$ cat config.mk
export PLATFORM = sky130hd
export DESIGN_NAME = game_period_ctrl_flat
export DESIGN_NICKNAME = d
export VERILOG_FILES = /design/src/rtl/game_period_ctrl_pkg.sv /design/src/rtl/game_period_ctrl_if.sv /design/src/rtl/game_period_ctrl_prescaler.sv /design/src/rtl/game_period_ctrl.sv /design/src/flat_wrapper.sv
export SDC_FILE = /design/constraint.sdc
export NUM_CORES = 1
export LEC_CHECK = 0
export CAP_MARGIN = 20
export CORE_MARGIN = 10
export CORE_UTILIZATION = 44
export DETAILED_ROUTE_END_ITERATION = 7
export PLACE_DENSITY_LB_ADDON = 0.2
export RECOVER_POWER = 50
export SYNTH_ARGS = -nofsm -noshare
export SYNTH_HDL_FRONTEND = slang
export SYNTH_SLANG_ARGS = --single-unit
$ cat constraint.sdc
create_clock -name Clk100M -period 8.65 [get_ports Clk100M]
set_input_delay 1.2975 -clock Clk100M [delete_from_list [all_inputs] [get_ports Clk100M]]
set_output_delay 1.2975 -clock Clk100M [all_outputs]
set_load 0.02 [all_outputs]
$ cat src/rtl/game_period_ctrl_pkg.sv
// game_pkg: shared state encoding and default widths for the game-period controller
package game_pkg;

    localparam int SEC_W     = 8;
    localparam int DEF_SYM_W = 8;

    localparam logic [DEF_SYM_W-1:0] DEF_HIST_INIT = 8'h01;

    typedef enum logic [1:0] {
        GS_IDLE   = 2'd0,
        GS_RUN    = 2'd1,
        GS_ANSWER = 2'd2
    } game_state_e;

endpackage

$ cat src/rtl/game_period_ctrl_if.sv
// game_period_ctrl_if: control, symbol and display signals between game FSM and period controller
interface game_period_ctrl_if
    import game_pkg::*;
#(
    parameter int SYM_W      = DEF_SYM_W,
    parameter int CNT_W      = 8,
    parameter int HIST_DEPTH = 4
) ();

    logic                        gameSig;
    logic                        abortSig;
    logic                        answerAck;
    logic                        symValid;
    logic                        symSpecial;
    logic [SYM_W-1:0]            symData;
    logic                        startGen;
    logic                        stopGen;
    logic                        genEnable;
    logic                        answerSig;
    logic [CNT_W-1:0]            numSpecial;
    logic [SEC_W-1:0]            gameTime;
    logic [HIST_DEPTH*SYM_W-1:0] gameHist;

    modport master (
        output gameSig, abortSig, answerAck, symValid, symSpecial, symData,
        input  startGen, stopGen, genEnable, answerSig, numSpecial, gameTime, gameHist
    );

    modport slave (
        input  gameSig, abortSig, answerAck, symValid, symSpecial, symData,
        output startGen, stopGen, genEnable, answerSig, numSpecial, gameTime, gameHist
    );

endinterface

$ cat src/rtl/game_period_ctrl_prescaler.sv
// game_tick_prescaler: divides Clk100M down to a one-cycle tick per game second
module game_tick_prescaler #(
    parameter int TICKS_PER_SEC = 100000000
) (
    input  logic Clk100M,
    input  logic Rst,
    input  logic clr,
    input  logic en,
    output logic tick
);

    localparam int              W    = $clog2(TICKS_PER_SEC);
    localparam logic [W-1:0]    LAST = W'(TICKS_PER_SEC - 1);

    logic [W-1:0] cnt;

    assign tick = en && (cnt == LAST);

    // count 0..TICKS_PER_SEC-1 while enabled, restart from zero whenever cleared
    always_ff @(posedge Clk100M or posedge Rst) begin
        if (Rst)
            cnt <= '0;
        else if (clr)
            cnt <= '0;
        else if (en)
            cnt <= tick ? '0 : cnt + 1'b1;
    end

endmodule

$ cat src/rtl/game_period_ctrl.sv
// game_period_ctrl: runs one timed symbol-generation period, keeps symbol history and special count
module game_period_ctrl
    import game_pkg::*;
#(
    parameter int               TICKS_PER_SEC = 100000000,
    parameter int               PERIOD_SECS   = 15,
    parameter int               HIST_DEPTH    = 4,
    parameter int               SYM_W         = DEF_SYM_W,
    parameter int               CNT_W         = 8,
    parameter logic [SYM_W-1:0] HIST_INIT     = SYM_W'(DEF_HIST_INIT)
) (
    input  logic        Clk100M,
    input  logic        Rst,
    game_period_ctrl_if.slave bus
);

    localparam int HW = HIST_DEPTH * SYM_W;

    localparam logic [1:0] ST_IDLE   = GS_IDLE;
    localparam logic [1:0] ST_RUN    = GS_RUN;
    localparam logic [1:0] ST_ANSWER = GS_ANSWER;

    localparam logic [SEC_W-1:0] LAST_SEC = SEC_W'(PERIOD_SECS);
    localparam logic [HW-1:0]    HIST_RST = {HIST_DEPTH{HIST_INIT}};

    logic [1:0]       state;
    logic             startGenReg;
    logic             stopGenReg;
    logic             genEnableReg;
    logic             answerSigReg;
    logic [CNT_W-1:0] numSpecialReg;
    logic [SEC_W-1:0] gameTimeReg;
    logic [HW-1:0]    histReg;
    logic [SEC_W-1:0] nextTime;
    logic             running;
    logic             tick;

    assign running  = (state == ST_RUN);
    assign nextTime = gameTimeReg + 1'b1;

    game_tick_prescaler #(
        .TICKS_PER_SEC (TICKS_PER_SEC)
    ) u_prescaler (
        .Clk100M (Clk100M),
        .Rst     (Rst),
        .clr     (!running),
        .en      (running),
        .tick    (tick)
    );

    // period FSM: start from IDLE, count seconds in RUN, hold the answer request until acked
    always_ff @(posedge Clk100M or posedge Rst) begin
        if (Rst) begin
            state        <= ST_IDLE;
            startGenReg  <= 1'b0;
            stopGenReg   <= 1'b0;
            genEnableReg <= 1'b0;
            answerSigReg <= 1'b0;
            gameTimeReg  <= '0;
        end else begin
            startGenReg <= 1'b0;
            stopGenReg  <= 1'b0;
            case (state)
                ST_IDLE: begin
                    if (bus.gameSig) begin
                        state        <= ST_RUN;
                        startGenReg  <= 1'b1;
                        genEnableReg <= 1'b1;
                        gameTimeReg  <= '0;
                    end
                end
                ST_RUN: begin
                    if (bus.abortSig) begin
                        state        <= ST_IDLE;
                        stopGenReg   <= 1'b1;
                        genEnableReg <= 1'b0;
                    end else if (tick) begin
                        gameTimeReg <= nextTime;
                        if (nextTime == LAST_SEC) begin
                            state        <= ST_ANSWER;
                            stopGenReg   <= 1'b1;
                            genEnableReg <= 1'b0;
                            answerSigReg <= 1'b1;
                        end
                    end
                end
                ST_ANSWER: begin
                    if (bus.answerAck) begin
                        state        <= ST_IDLE;
                        answerSigReg <= 1'b0;
                    end
                end
                default: begin
                    state        <= ST_IDLE;
                    genEnableReg <= 1'b0;
                    answerSigReg <= 1'b0;
                end
            endcase
        end
    end

    // history shift and saturating special count; reloaded on start, frozen outside RUN
    always_ff @(posedge Clk100M or posedge Rst) begin
        if (Rst) begin
            histReg       <= HIST_RST;
            numSpecialReg <= '0;
        end else if (state == ST_IDLE && bus.gameSig) begin
            histReg       <= HIST_RST;
            numSpecialReg <= '0;
        end else if (running && bus.symValid) begin
            histReg <= (histReg << SYM_W) | HW'(bus.symData);
            if (bus.symSpecial && numSpecialReg != '1)
                numSpecialReg <= numSpecialReg + 1'b1;
        end
    end

    assign bus.startGen   = startGenReg;
    assign bus.stopGen    = stopGenReg;
    assign bus.genEnable  = genEnableReg;
    assign bus.answerSig  = answerSigReg;
    assign bus.numSpecial = numSpecialReg;
    assign bus.gameTime   = gameTimeReg;
    assign bus.gameHist   = histReg;

endmodule
$ cat src/flat_wrapper.sv
// flat-port wrapper written by rule: the top's interface ports become plain ports
module game_period_ctrl_flat import game_pkg::*;
#(
    parameter int               TICKS_PER_SEC = 100000000,
    parameter int               PERIOD_SECS   = 15,
    parameter int               HIST_DEPTH    = 4,
    parameter int               SYM_W         = DEF_SYM_W,
    parameter int               CNT_W         = 8,
    parameter logic [SYM_W-1:0] HIST_INIT     = SYM_W'(DEF_HIST_INIT)
)
  (Clk100M, Rst, bus_gameSig, bus_abortSig, bus_answerAck, bus_symValid, bus_symSpecial, bus_symData, bus_startGen, bus_stopGen, bus_genEnable, bus_answerSig, bus_numSpecial, bus_gameTime, bus_gameHist);
  game_period_ctrl_if #(.SYM_W(SYM_W), .CNT_W(CNT_W), .HIST_DEPTH(HIST_DEPTH)) bus_i ();
  input  logic Clk100M;
  input  logic Rst;
  input wire logic [$bits(bus_i.gameSig)-1:0] bus_gameSig;
  input wire logic [$bits(bus_i.abortSig)-1:0] bus_abortSig;
  input wire logic [$bits(bus_i.answerAck)-1:0] bus_answerAck;
  input wire logic [$bits(bus_i.symValid)-1:0] bus_symValid;
  input wire logic [$bits(bus_i.symSpecial)-1:0] bus_symSpecial;
  input wire logic [$bits(bus_i.symData)-1:0] bus_symData;
  output wire logic [$bits(bus_i.startGen)-1:0] bus_startGen;
  output wire logic [$bits(bus_i.stopGen)-1:0] bus_stopGen;
  output wire logic [$bits(bus_i.genEnable)-1:0] bus_genEnable;
  output wire logic [$bits(bus_i.answerSig)-1:0] bus_answerSig;
  output wire logic [$bits(bus_i.numSpecial)-1:0] bus_numSpecial;
  output wire logic [$bits(bus_i.gameTime)-1:0] bus_gameTime;
  output wire logic [$bits(bus_i.gameHist)-1:0] bus_gameHist;
  assign bus_i.gameSig = bus_gameSig;
  assign bus_i.abortSig = bus_abortSig;
  assign bus_i.answerAck = bus_answerAck;
  assign bus_i.symValid = bus_symValid;
  assign bus_i.symSpecial = bus_symSpecial;
  assign bus_i.symData = bus_symData;
  assign bus_startGen = bus_i.startGen;
  assign bus_stopGen = bus_i.stopGen;
  assign bus_genEnable = bus_i.genEnable;
  assign bus_answerSig = bus_i.answerSig;
  assign bus_numSpecial = bus_i.numSpecial;
  assign bus_gameTime = bus_i.gameTime;
  assign bus_gameHist = bus_i.gameHist;
  game_period_ctrl #(.TICKS_PER_SEC(TICKS_PER_SEC), .PERIOD_SECS(PERIOD_SECS), .HIST_DEPTH(HIST_DEPTH), .SYM_W(SYM_W), .CNT_W(CNT_W), .HIST_INIT(HIST_INIT)) u_core (.Clk100M(Clk100M), .Rst(Rst), .bus(bus_i));
endmodule
==> summary.md, run 1 <==
| Metric | Value |
|---|---|
| Status | `finished with violations` |
| Failing checks | `max-capacitance violations, max-slew violations` |
| Synth area leader | `dfrtp_1` |
| Core area | `7848 µm²` |
| Max clock buf depth | `2` |
| Clk_skew | `0.01167 ns` |
| Clock share of power | `26.1%` |
| Inserted Diodes | `0` |
| P_sw | `0.3367 mW` |
| Initial DRC Count | `201` |
| Die Ht | `110.6 µm` |
| CTS clk-pin slew, worst paths | `0.09 ns` |
| PD cells | `219.8 nW/µm²` |
| Hold path start | `u_core.u_prescaler.cnt[0]$_DFF_PP0_` |
| Internal power | `0.6732 mW` |
| Hpwl dp | `5320 µm` |
| Final hold slack | `0.4929 ns` |
| Crit-path max FO | `26` |
| Final slew viol count | `30` |
| GRT Total Usage | `13.29%` |
| Seq/Total Area, Yosys | `56.31%` |
| Util after Layout | `58.55%` |
| Yosys reg bits | `81` |
| Synthesis warning total | `0` |
| Crit. End Element | `register` |
| Hold Path Class | `register to register` |
| Die width | `110.6 µm` |
| CP startpoint kind | `register` |
| Worst path arrival time | `3.37 ns` |
| Grt ovf | `0` |
| Synth top area cells | `dfrtp_1 (53%), a22o_1 (6.8%), xnor2_1 (4.4%)` |
| CTS tree | `built` |
| CTS sink count | `81` |
| Max-cap violation count | `1` |
| Port bufs | `66` |
| Fillcell total | `686` |
| Synthesis-to-layout area growth | `27.32%` |
| Routed Antenna Nets | `0` |
| Root Driver | `clkbuf_8` |
| Comb pwr share | `26.6%` |
| Sequential power share | `47.4%` |
| Multi-input gate area | `1481 µm²` |
| # H-tree levels | `3` |
| Initial antenna violation count | `0` |
| Synth Instances | `331` |
| Syn Area/Cell | `10.90 µm²` |
| # IOs | `67` |
| Post-Route Setup TNS | `0 ns` |
| R2R cell count | `5` |
| Share of the synthesized area in the top cell type | `53.40%` |
| Fin. Hold Viols | `0` |
| Post-CTS setup buffers | `0` |
| Final setup fails | `0` |
| Tmin final | `3.165 ns` |
| Crit Path Class | `register to register` |
| Initial Util | `45.98%` |
| Storage element area | `2032 µm²` |
| Unrepaired setup endpoints after global routing | `no` |
| Maximum vdd drop | `0.1230 mV` |
| Largest net degree at the start of global routing | `82` |
| Nets@finish | `421` |
| Post-synth net total | `350` |
| Hold-fix buffers at CTS | `0` |
| Via Count | `2710` |
| Reg2reg setup slack | `5.48 ns` |
| Num rows | `32` |
| Sw frac | `33.34%` |
| Max-Slew Margin vs Limit | `-15.67%` |
| # DRC | `0` |
| Final wirelength | `8026 µm` |
| Post-cts resize count | `0` |
| WHS Endpoint | `u_core.u_prescaler.cnt[0]$_DFF_PP0_` |
| Routed wire per std cell | `15.77 µm` |
| Vias in the first global route | `2757` |
| Distinct cells, synth | `38` |
| Crit share post-route | `36.59%` |
| FF-to-FF Start | `u_core.u_prescaler.cnt[19]$_DFF_PP0_` |
| WHS Path Cells | `1` |
| P_leak | `2.001 nW` |
| Synth Cell Area | `3608 µm²` |
| Critical Path RT | `8.85 ns` |
| Vias per inst | `5.324` |
| Pre-Repair DR Iteration Count | `4` |
| Max Freq | `315.9 MHz` |
| Worst-margin pin slew | `1.735 ns` |
| First-pass GRT wire length | `13680 µm` |
| TritonCTS Buffers | `9` |
| Worst r2r dst | `u_core.u_prescaler.cnt[3]$_DFF_PP0_` |
| Clk_lat worst skew | `0.37 ns` |
| Fraction of layout cells with a size suffix above 1 | `6.880%` |
| Die area | `12220 µm²` |
| Total power | `1.010 mW` |
| Global placement routability congestion | `0.7911` |
-- worst max-delay path: stages (launching register included) --
cell and delay (ns):
dfrtp_1 0.44, or4_1 0.52, or4_1 0.59, o41ai_1 0.45, clkbuf_1 0.87, nor2_1 0.13
-- power groups by stage --
stage / clock network (mW) / registers (mW) / logic (mW)
global route: 0.290 / 0.487 / 0.293
CTS: 0.272 / 0.478 / 0.272
finish: 0.263 / 0.478 / 0.268
detailed placement: 0 / 0.483 / 0.271
floorplan: 0 / 0.533 / 0.0899
global placement: 0 / 0.486 / 0.268
-- cell families after synthesis --
kind of cell             share of synthesized area, %
AND/OR/NAND/NOR                                 17.86
flip-flops                                      56.31
AO/OA/AOI/OAI                                   12.41
XOR/XNOR                                        7.767
buffers and inverters                           2.323
multiplexers                                    1.942
adder cells (fa/ha/maj)                         1.387
-- layout by cell type (no fill, tap or decap), types with 2 or more instances in the layout --
cell type	instances
xor2_1	14
or4_1	4
dlygate4sd3_1	2
ha_1	4
or3_1	5
clkbuf_1	2
nand3b_1	2
buf_16	2
mux2_4	2
o22a_1	4
nor3_1	11
clkdlybuf4s50_1	64
nor2_1	41
nand3_1	22
clkinv_4	3
mux2i_1	4
xnor2_1	18
inv_6	2
clkbuf_8	9
inv_1	7
o21ai_0	11
a21oi_1	5
dfrtp_1	77
nand4_1	6
a21o_1	5
nor4_1	5
dfstp_2	4
nand2_1	21
and3_1	6
a22o_1	28
-- routing by layer --
layer | vias up | wire [µm] | track usage (%)
met5 | - | 0 | 0
met1 | 1313 | 3575 | 15.87
met4 | 0 | 108 | 4.145
met2 | 59 | 3715 | 20.23
met3 | 9 | 628 | 6.915
li1 | 1329 | - | -
-- worst max-delay path by stage --
stage | cells past startpoint | endpoint | slack [ns] | from
2_1_floorplan | 1 | u_core.bus.answerSig$_DFFE_PP0P_ | 5.28 | Rst
3_3_place_gp | 5 | u_core.bus.numSpecial[3]$_DFFE_PP0P_ | 4.70 | bus_symValid
3_5_place_dp | 5 | u_core.bus.numSpecial[3]$_DFFE_PP0P_ | 4.66 | bus_symValid
4_1_cts | 5 | u_core.bus.numSpecial[3]$_DFFE_PP0P_ | 5.09 | bus_symValid
5_1_grt | 5 | u_core.u_prescaler.cnt[22]$_DFF_PP0_ | 5.19 | u_core.u_prescaler.cnt[17]$_DFF_PP0_
6_report | 5 | u_core.u_prescaler.cnt[3]$_DFF_PP0_ | 5.48 | u_core.u_prescaler.cnt[19]$_DFF_PP0_
-- cells in the mapped netlist --
cell / n
a21oi_1: 5
a21o_1: 5
inv_1: 8
and4_1: 1
nor4_1: 5
ha_1: 4
nor3b_1: 1
xor2_1: 14
nor4b_1: 1
nor2_1: 41
mux2_4: 2
mux2i_1: 4
o211ai_1: 1
o2111ai_1: 1
nand4_1: 6
nand3_1: 22
or4_4: 2
dfrtp_1: 77
nor2b_1: 1
xnor2_1: 18
o41ai_2: 1
buf_6: 1
nand2_1: 21
or3_1: 5
o31ai_1: 1
clkbuf_1: 10
and3_1: 6
o21ai_0: 11
nand3b_1: 2
a22o_1: 28
and3b_1: 1
a311o_1: 1
o22a_1: 4
nor3_1: 11
dfstp_2: 4
buf_2: 1
or4_1: 3
nand4b_1: 1
-- area by class of cell --
cell class | instances | share of cell area [%]
Timing Repair Buffer | 72 | 16.01
Tap cell | 102 | 2.778
Clock inverter | 7 | 1.362
Multi-Input combinational cell | 230 | 32.24
Inverter | 8 | 0.6808
Clock buffer | 9 | 2.696
Sequential cell | 81 | 44.23
-- sequential cells by signal, summed over array words and instances, names as in the netlist --
| name | count |
|---|---|
| u_core.bus.numSpecial | 8 |
| u_core.bus.answerSig | 1 |
| u_core.bus.startGen | 1 |
| u_core.bus.gameHist | 32 |
| u_core.bus.stopGen | 1 |
| u_core.u_prescaler.cnt | 27 |
| u_core.bus.genEnable | 1 |
| u_core.bus.gameTime | 8 |
| u_core.state | 2 |
-- stage by stage --
step | worst slack (ns) | cell area [µm²] | std cells
finish | 5.485 | 4594 | 509
CTS | 5.087 | 4564 | 506
global placement | 4.701 | 4378 | 490
detailed placement | 4.665 | 4378 | 490
floorplan | 5.279 | 3608 | 331
global route | 5.187 | 4594 | 509
Power figures use the tool's default switching activity.
==> run 2, diff against run 1 <==
Clock period 8.65 ns to 2.56 ns, I/O delays scaled along.
==> run 2 against run 1 <==
Maximum frequency is 24% higher. Flip-flop and latch count unchanged. Sequential power rose to 3.4 times the previous value. Power rose to 3.5 times the previous value. Via count grew 5.4%. Clock skew is 0.0039 ns lower. Die area did not move. Final cell count rose by 3.7%. The flow still finishes with violations (max-capacitance violations, max-slew violations). Critical endpoint is now u_core.bus.gameTime[5]$_DFFE_PP0P_. Non-clock buffer count rose by 19. Core utilization up 2.0 points. Critical path depth did not move.
==> summary.md, run 2 (synthesized netlist as in run 1, its figures left out) <==
| Metric | Value |
|---|---|
| Port bufs | `66 (unchanged)` |
| Pre-Repair DR Iteration Count | `4 (unchanged)` |
| Design area | `4751 µm² (+3.4%)` |
| Maximum vdd drop | `0.4720 mV (+280%)` |
| CTS clk-pin slew, worst paths | `0.08 ns (about the same)` |
| Nets@finish | `440 (+4.5%)` |
| Via Count | `2856 (+5.4%)` |
| Largest net degree at the start of global routing | `82 (unchanged)` |
| Hold Path Class | `register to register` |
| Final slew viol count | `82 (+170%)` |
| Worst path arrival time | `2.79 ns (-0.58 ns)` |
| Global placement routability congestion | `0.8127 (+2.7%)` |
| Die area | `12220 µm² (unchanged)` |
| PD cells | `747.0 nW/µm² (+240%)` |
| Root Driver | `clkbuf_8` |
| Hpwl dp | `5881 µm (+11%)` |
| Max-Slew Margin vs Limit | `-29.75% (-14 points)` |
| Final wirelength | `8217 µm (+2.4%)` |
| Max Freq | `391.5 MHz (+24%)` |
| Die Ht | `110.6 µm (unchanged)` |
| Synthesis-to-layout area growth | `31.66%` |
| # IOs | `67 (unchanged)` |
| Clk_lat worst skew | `0.35 ns (-0.02 ns)` |
| Placed cells | `511 (+4.3%)` |
| Most used cell, CP | `or4_4` |
| Failing checks | `max-capacitance violations, max-slew violations` |
| Crit share post-route | `99.77% (+63 points)` |
| Clk_skew | `0.007792 ns (-0.003878 ns)` |
| Initial antenna violation count | `0 (unchanged)` |
| Num rows | `32 (unchanged)` |
| Crit Path Class | `register to register` |
| Fin. Hold Viols | `0 (unchanged)` |
| Final setup fails | `0 (unchanged)` |
| Initial Util | `45.98% (unchanged)` |
| Fraction of layout cells with a size suffix above 1 | `11.27% (+4.4 points)` |
| # DRC | `0 (unchanged)` |
| Crit. End Element | `register` |
| Final Non-Filler Cells | `528 (+3.7%)` |
| Routed Antenna Nets | `0 (unchanged)` |
| First-pass GRT wire length | `13730 µm (+0.36%)` |
| Grt ovf | `0 (unchanged)` |
| Tmin final | `2.554 ns (-0.6112 ns)` |
| Max FFs per register | `32 (unchanged)` |
| Max-cap violation count | `1 (unchanged)` |
| CTS sink count | `81 (unchanged)` |
| P_leak | `2.133 nW (+6.6%)` |
| Vias per inst | `5.409 (+1.6%)` |
| GRT Total Usage | `13.11% (-0.19 points)` |
| Crit path cell chain | `or4_1 > or4_4 > or4_4 > mux2_4 > a21o_1` |
| Status | `finished with violations` |
| Core area | `7848 µm² (unchanged)` |
| Final hold slack | `0.4894 ns (-0.003465 ns)` |
| Most frequent cells in the layout | `dfrtp_1 (77), clkdlybuf4s50_1 (63), nor2_1 (41)` |
| Routed wire per std cell | `15.56 µm (-1.3%)` |
| # H-tree levels | `3 (unchanged)` |
| Util after Layout | `60.54% (+2.0 points)` |
| Critical Path RT | `2.80 ns (-6.05 ns)` |
| Fillcell total | `671 (-2.2%)` |
| Worst-margin pin slew | `1.946 ns (+0.2113 ns)` |
| Slowest cell on crit path | `or4_4` |
| WP buf/inv | `0 (-1)` |
| Post-DP Area | `4548 µm² (+3.9%)` |
| Inserted Diodes | `0 (unchanged)` |
| CP peak stage delay | `0.56 ns (-0.31 ns)` |
| TritonCTS Buffers | `9 (unchanged)` |
| Vias in the first global route | `2734 (-0.83%)` |
| CP startpoint kind | `register` |
| CTS tree | `built` |
| Max clock buf depth | `2 (unchanged)` |
| Commonest non-fill, non-tap cell in the layout | `dfrtp_1` |
| Die width | `110.6 µm (unchanged)` |
| Crit-path max FO | `9 (-65%)` |
| Critical path's top delay family | `simple AND/OR/NAND/NOR gates` |
| Unrepaired setup endpoints after global routing | `yes` |
| Initial DRC Count | `130 (-35%)` |
## run 2: cell types whose count changed in the layout (fill, tap and decap cells not counted), moves of 2 or more
cell and change:
clkinv_4 -2, buf_16 -2, clkinv_2 +2, bufinv_16 +2, inv_6 -2, clkbuf_2 +2
buf_4 +20
## run 2: area by class of cell
type                    instances  area [µm²]  area share (%)
flip-flops and latches         81        2032           42.77
multi-input cells             230        1504           31.66
repair buffers                 91       837.1           17.62
clock buffers                  11       141.4           2.976
well taps                     102       127.6           2.686
clock inverters                 5       78.83           1.659
inverters                       8       30.03          0.6321
## run 2: metal layers
| metal | up-vias | global-route usage (%) | part of all wire (%) |
|---|---|---|---|
| li1 | 1367 | - | - |
| met1 | 1418 | 17.57 | 48 |
| met2 | 64 | 19.33 | 46 |
| met3 | 7 | 3.890 | 5.0 |
| met4 | 0 | 5.095 | 0.88 |
| met5 | - | 0 | 0 |
## run 2: per-stage QoR
step                setup WS (ns)  power (mW)   TNS [ns]
detailed placement        0.01176       2.572          0
finish                   0.005866       3.549          0
floorplan                0.002255       2.103          0
global placement          0.05391       2.553          0
CTS                     -0.001706       3.612  -0.001706
global route             -0.04599       3.743    -0.1526
## run 2: what timing repair did
action	4_1_cts	5_1_grt
hold buffers	0	0
pin swaps	0	0
endpoints found under the setup margin	2	4
gates resized for setup	0	1
setup buffers	1	0
## run 2: report_power, final
part           internal (mW)  switching [mW]
Sequential              1.46           0.146
Clock                  0.575           0.451
Combinational          0.444           0.469
## run 2: path summary, 6_finish.rpt
check	from	end	slack [ns]	depth (start not counted)
worst min register to register	u_core.u_prescaler.cnt[0]$_DFF_PP0_	u_core.u_prescaler.cnt[0]$_DFF_PP0_	0.49	1
worst min-delay path	u_core.u_prescaler.cnt[0]$_DFF_PP0_	u_core.u_prescaler.cnt[0]$_DFF_PP0_	0.49	1
worst max register to register	u_core.u_prescaler.cnt[25]$_DFF_PP0_	u_core.bus.gameTime[5]$_DFFE_PP0P_	0.006	5
worst max-delay path	u_core.u_prescaler.cnt[25]$_DFF_PP0_	u_core.bus.gameTime[5]$_DFFE_PP0P_	0.006	5
max in group asynchronous	Rst	u_core.u_prescaler.cnt[20]$_DFF_PP0_	0.37	3
min in group asynchronous	Rst	u_core.bus.numSpecial[4]$_DFFE_PP0P_	1.02	3
==> run 3, diff against run 2 <==
Settings changed: CTS_CLUSTER_SIZE from default to 40, GPL_ROUTABILITY_DRIVEN from default to 0.
Clock period 2.56 ns to 2.4 ns, I/O delays scaled along.
==> run 3 against run 2 <==
The run ends with negative setup slack left. Final cell count grew 1.9%. Largest power group unchanged. Largest cell class unchanged. Sequential share of layout area shrank 1.3 points. Non-clock buffer count is 10 higher.
==> summary.md, run 3 (synthesized netlist as in run 1, its figures left out) <==
| Metric | Value |
|---|---|
| Max Freq | `393.6 MHz (+0.53%)` |
| Via Count | `2892 (+1.3%)` |
| Initial antenna violation count | `0 (unchanged)` |
| Die area | `12220 µm² (unchanged)` |
| Clk_skew | `0.008424 ns (+0.0006315 ns)` |
| Max-cap violation count | `0 (-1)` |
| Final Non-Filler Cells | `538 (+1.9%)` |
| R2R cell count | `5 (unchanged)` |
| Vias per inst | `5.375 (-0.62%)` |
| CTS clk-pin slew, worst paths | `0.09 ns (about the same)` |
| Fraction of layout cells with a size suffix above 1 | `14.91% (+3.6 points)` |
| Max-Slew Margin vs Limit | `7.935% (+38 points)` |
| Slowest cell on crit path | `or4_4` |
| Most used cell, CP | `or4_4` |
| Worst setup slack after layout | `-0.1408 ns (-0.1466 ns)` |
| P_leak | `2.190 nW (+2.7%)` |
| Tmin final | `2.541 ns (-0.01337 ns)` |
| WP buf/inv | `0 (unchanged)` |
| Unrepaired setup endpoints after global routing | `yes` |
| Placed cells | `515 (+0.78%)` |
| Max clock buf depth | `2 (unchanged)` |
| FF-to-FF Start | `u_core.u_prescaler.cnt[25]$_DFF_PP0_` |
| Post-DP Area | `4593 µm² (+0.99%)` |
| CP startpoint kind | `register` |
| Failing checks | `negative setup slack` |
| Fin. Hold Viols | `0 (unchanged)` |
| Routed Antenna Nets | `0 (unchanged)` |
| GRT Total Usage | `13.68% (+0.58 points)` |
| Worst r2r dst | `u_core.bus.gameTime[5]$_DFFE_PP0P_` |
| Synthesis-to-layout area growth | `35.68%` |
| Critical path's top delay family | `simple AND/OR/NAND/NOR gates` |
| PD cells | `788.7 nW/µm² (+5.6%)` |
| Port bufs | `66 (unchanged)` |
| Final hold slack | `0.4734 ns (-0.01598 ns)` |
| TritonCTS Buffers | `9 (unchanged)` |
| Inserted Diodes | `0 (unchanged)` |
| CP peak stage delay | `0.55 ns (about the same)` |
| Grt ovf | `0 (unchanged)` |
| Nets@finish | `450 (+2.3%)` |
| Crit. End Element | `register` |
| Status | `finished with violations` |
| # H-tree levels | `3 (unchanged)` |
| # DRC | `0 (unchanged)` |
| Commonest non-fill, non-tap cell in the layout | `dfrtp_1` |
| Hpwl dp | `6039 µm (+2.7%)` |
| Worst path arrival time | `2.78 ns (about the same)` |
| Hold Path Class | `input pin to asynchronous set/reset pin` |
| Final wirelength | `8522 µm (+3.7%)` |
| Die width | `110.6 µm (unchanged)` |
| Vias in the first global route | `2871 (+5.0%)` |
| Worst-margin pin slew | `1.381 ns (-0.5653 ns)` |
| Pre-Repair DR Iteration Count | `4 (unchanged)` |
| Initial DRC Count | `135 (+3.8%)` |
| Crit Path Class | `register to register` |
| Core area | `7848 µm² (unchanged)` |
| Final slew viol count | `0 (-100%)` |
| Routed wire per std cell | `15.84 µm (+1.8%)` |
| Max FFs per register | `32 (unchanged)` |
| Maximum vdd drop | `0.4702 mV (-0.37%)` |
| Clk_lat worst skew | `0.35 ns (about the same)` |
| Hold-fix buffers at CTS | `0 (unchanged)` |
| First-pass GRT wire length | `14230 µm (+3.6%)` |
| Initial Util | `45.98% (unchanged)` |
| CTS sink count | `81 (unchanged)` |
| Num rows | `32 (unchanged)` |
| Critical Path RT | `2.64 ns (-0.16 ns)` |
| Die Ht | `110.6 µm (unchanged)` |
| DP Worst Slack | `-0.1351 ns (-0.1468 ns)` |
| Crit share post-route | `105.9% (+6.1 points)` |
| Design area | `4896 µm² (+3.1%)` |
| Levels on crit path | `5 (unchanged)` |
| Most frequent cells in the layout | `dfrtp_1 (77), clkdlybuf4s50_1 (65), nor2_1 (40)` |
| CTS tree | `built` |
| # IOs | `67 (unchanged)` |
| Root Driver | `clkbuf_8` |
| Crit path cell chain | `or4_1 > or4_4 > or4_4 > mux2_4 > a21o_1` |
| Crit-path max FO | `8 (-1)` |
| Reg2reg setup slack | `-0.14 ns (-0.15 ns)` |
| Final setup fails | `19 (+19)` |
| Largest net degree at the start of global routing | `45 (-45%)` |
## run 3: worst max path at each step
stage | slack [ns] | from | end
CTS | -0.14 | u_core.u_prescaler.cnt[25]$_DFF_PP0_ | u_core.bus.gameTime[5]$_DFFE_PP0P_
finish | -0.14 | u_core.u_prescaler.cnt[25]$_DFF_PP0_ | u_core.bus.gameTime[5]$_DFFE_PP0P_
floorplan | -0.16 | u_core.u_prescaler.cnt[25]$_DFF_PP0_ | u_core.u_prescaler.cnt[16]$_DFF_PP0_
global route | -0.18 | u_core.u_prescaler.cnt[25]$_DFF_PP0_ | u_core.bus.gameTime[5]$_DFFE_PP0P_
global placement | -0.08 | u_core.u_prescaler.cnt[9]$_DFF_PP0_ | u_core.bus.gameTime[5]$_DFFE_PP0P_
detailed placement | -0.14 | u_core.u_prescaler.cnt[25]$_DFF_PP0_ | u_core.bus.gameTime[5]$_DFFE_PP0P_
## run 3: through the flow
stage	setup TNS (ns)	power, mW	utilization [%]
2_1_floorplan	-3.571	2.244	-
3_3_place_gp	-0.2957	2.739	58.53
3_5_place_dp	-1.411	2.761	58.53
4_1_cts	-0.5210	3.888	61.70
5_1_grt	-3.319	4.060	62.39
6_report	-0.7544	3.861	62.39
## run 3: routing by layer
layer / vias up / global-route usage, % / wire [µm]
li1: 1385 / - / -
met1: 1441 / 17.12 / 3771
met2: 56 / 20.62 / 4017
met3: 10 / 5.673 / 622
met4: 0 / 5.009 / 110
met5: - / 0 / 0
## run 3: repair_timing
| item | CTS | global route |
|---|---|---|
| buffers inserted | 1 | 5 |
| gates resized for setup | 3 | 14 |
| cloned | 0 | 1 |
| setup endpoints to repair | 37 | 18 |
| pin swaps | 1 | 3 |
## run 3: layout make-up
class,instances,area (µm²)
clock buffer,9,123.9
clock inverter,7,101.3
fill,663,2952
inverter,8,31.28
multi-input combinational,230,1546
sequential,81,2032
tap,102,127.6
timing repair buffer,101,933.4
## run 3: power breakdown
part	switching [mW]	internal, mW
Clock	0.523	0.597
Combinational	0.521	0.498
Sequential	0.162	1.56
Total	1.21	2.66
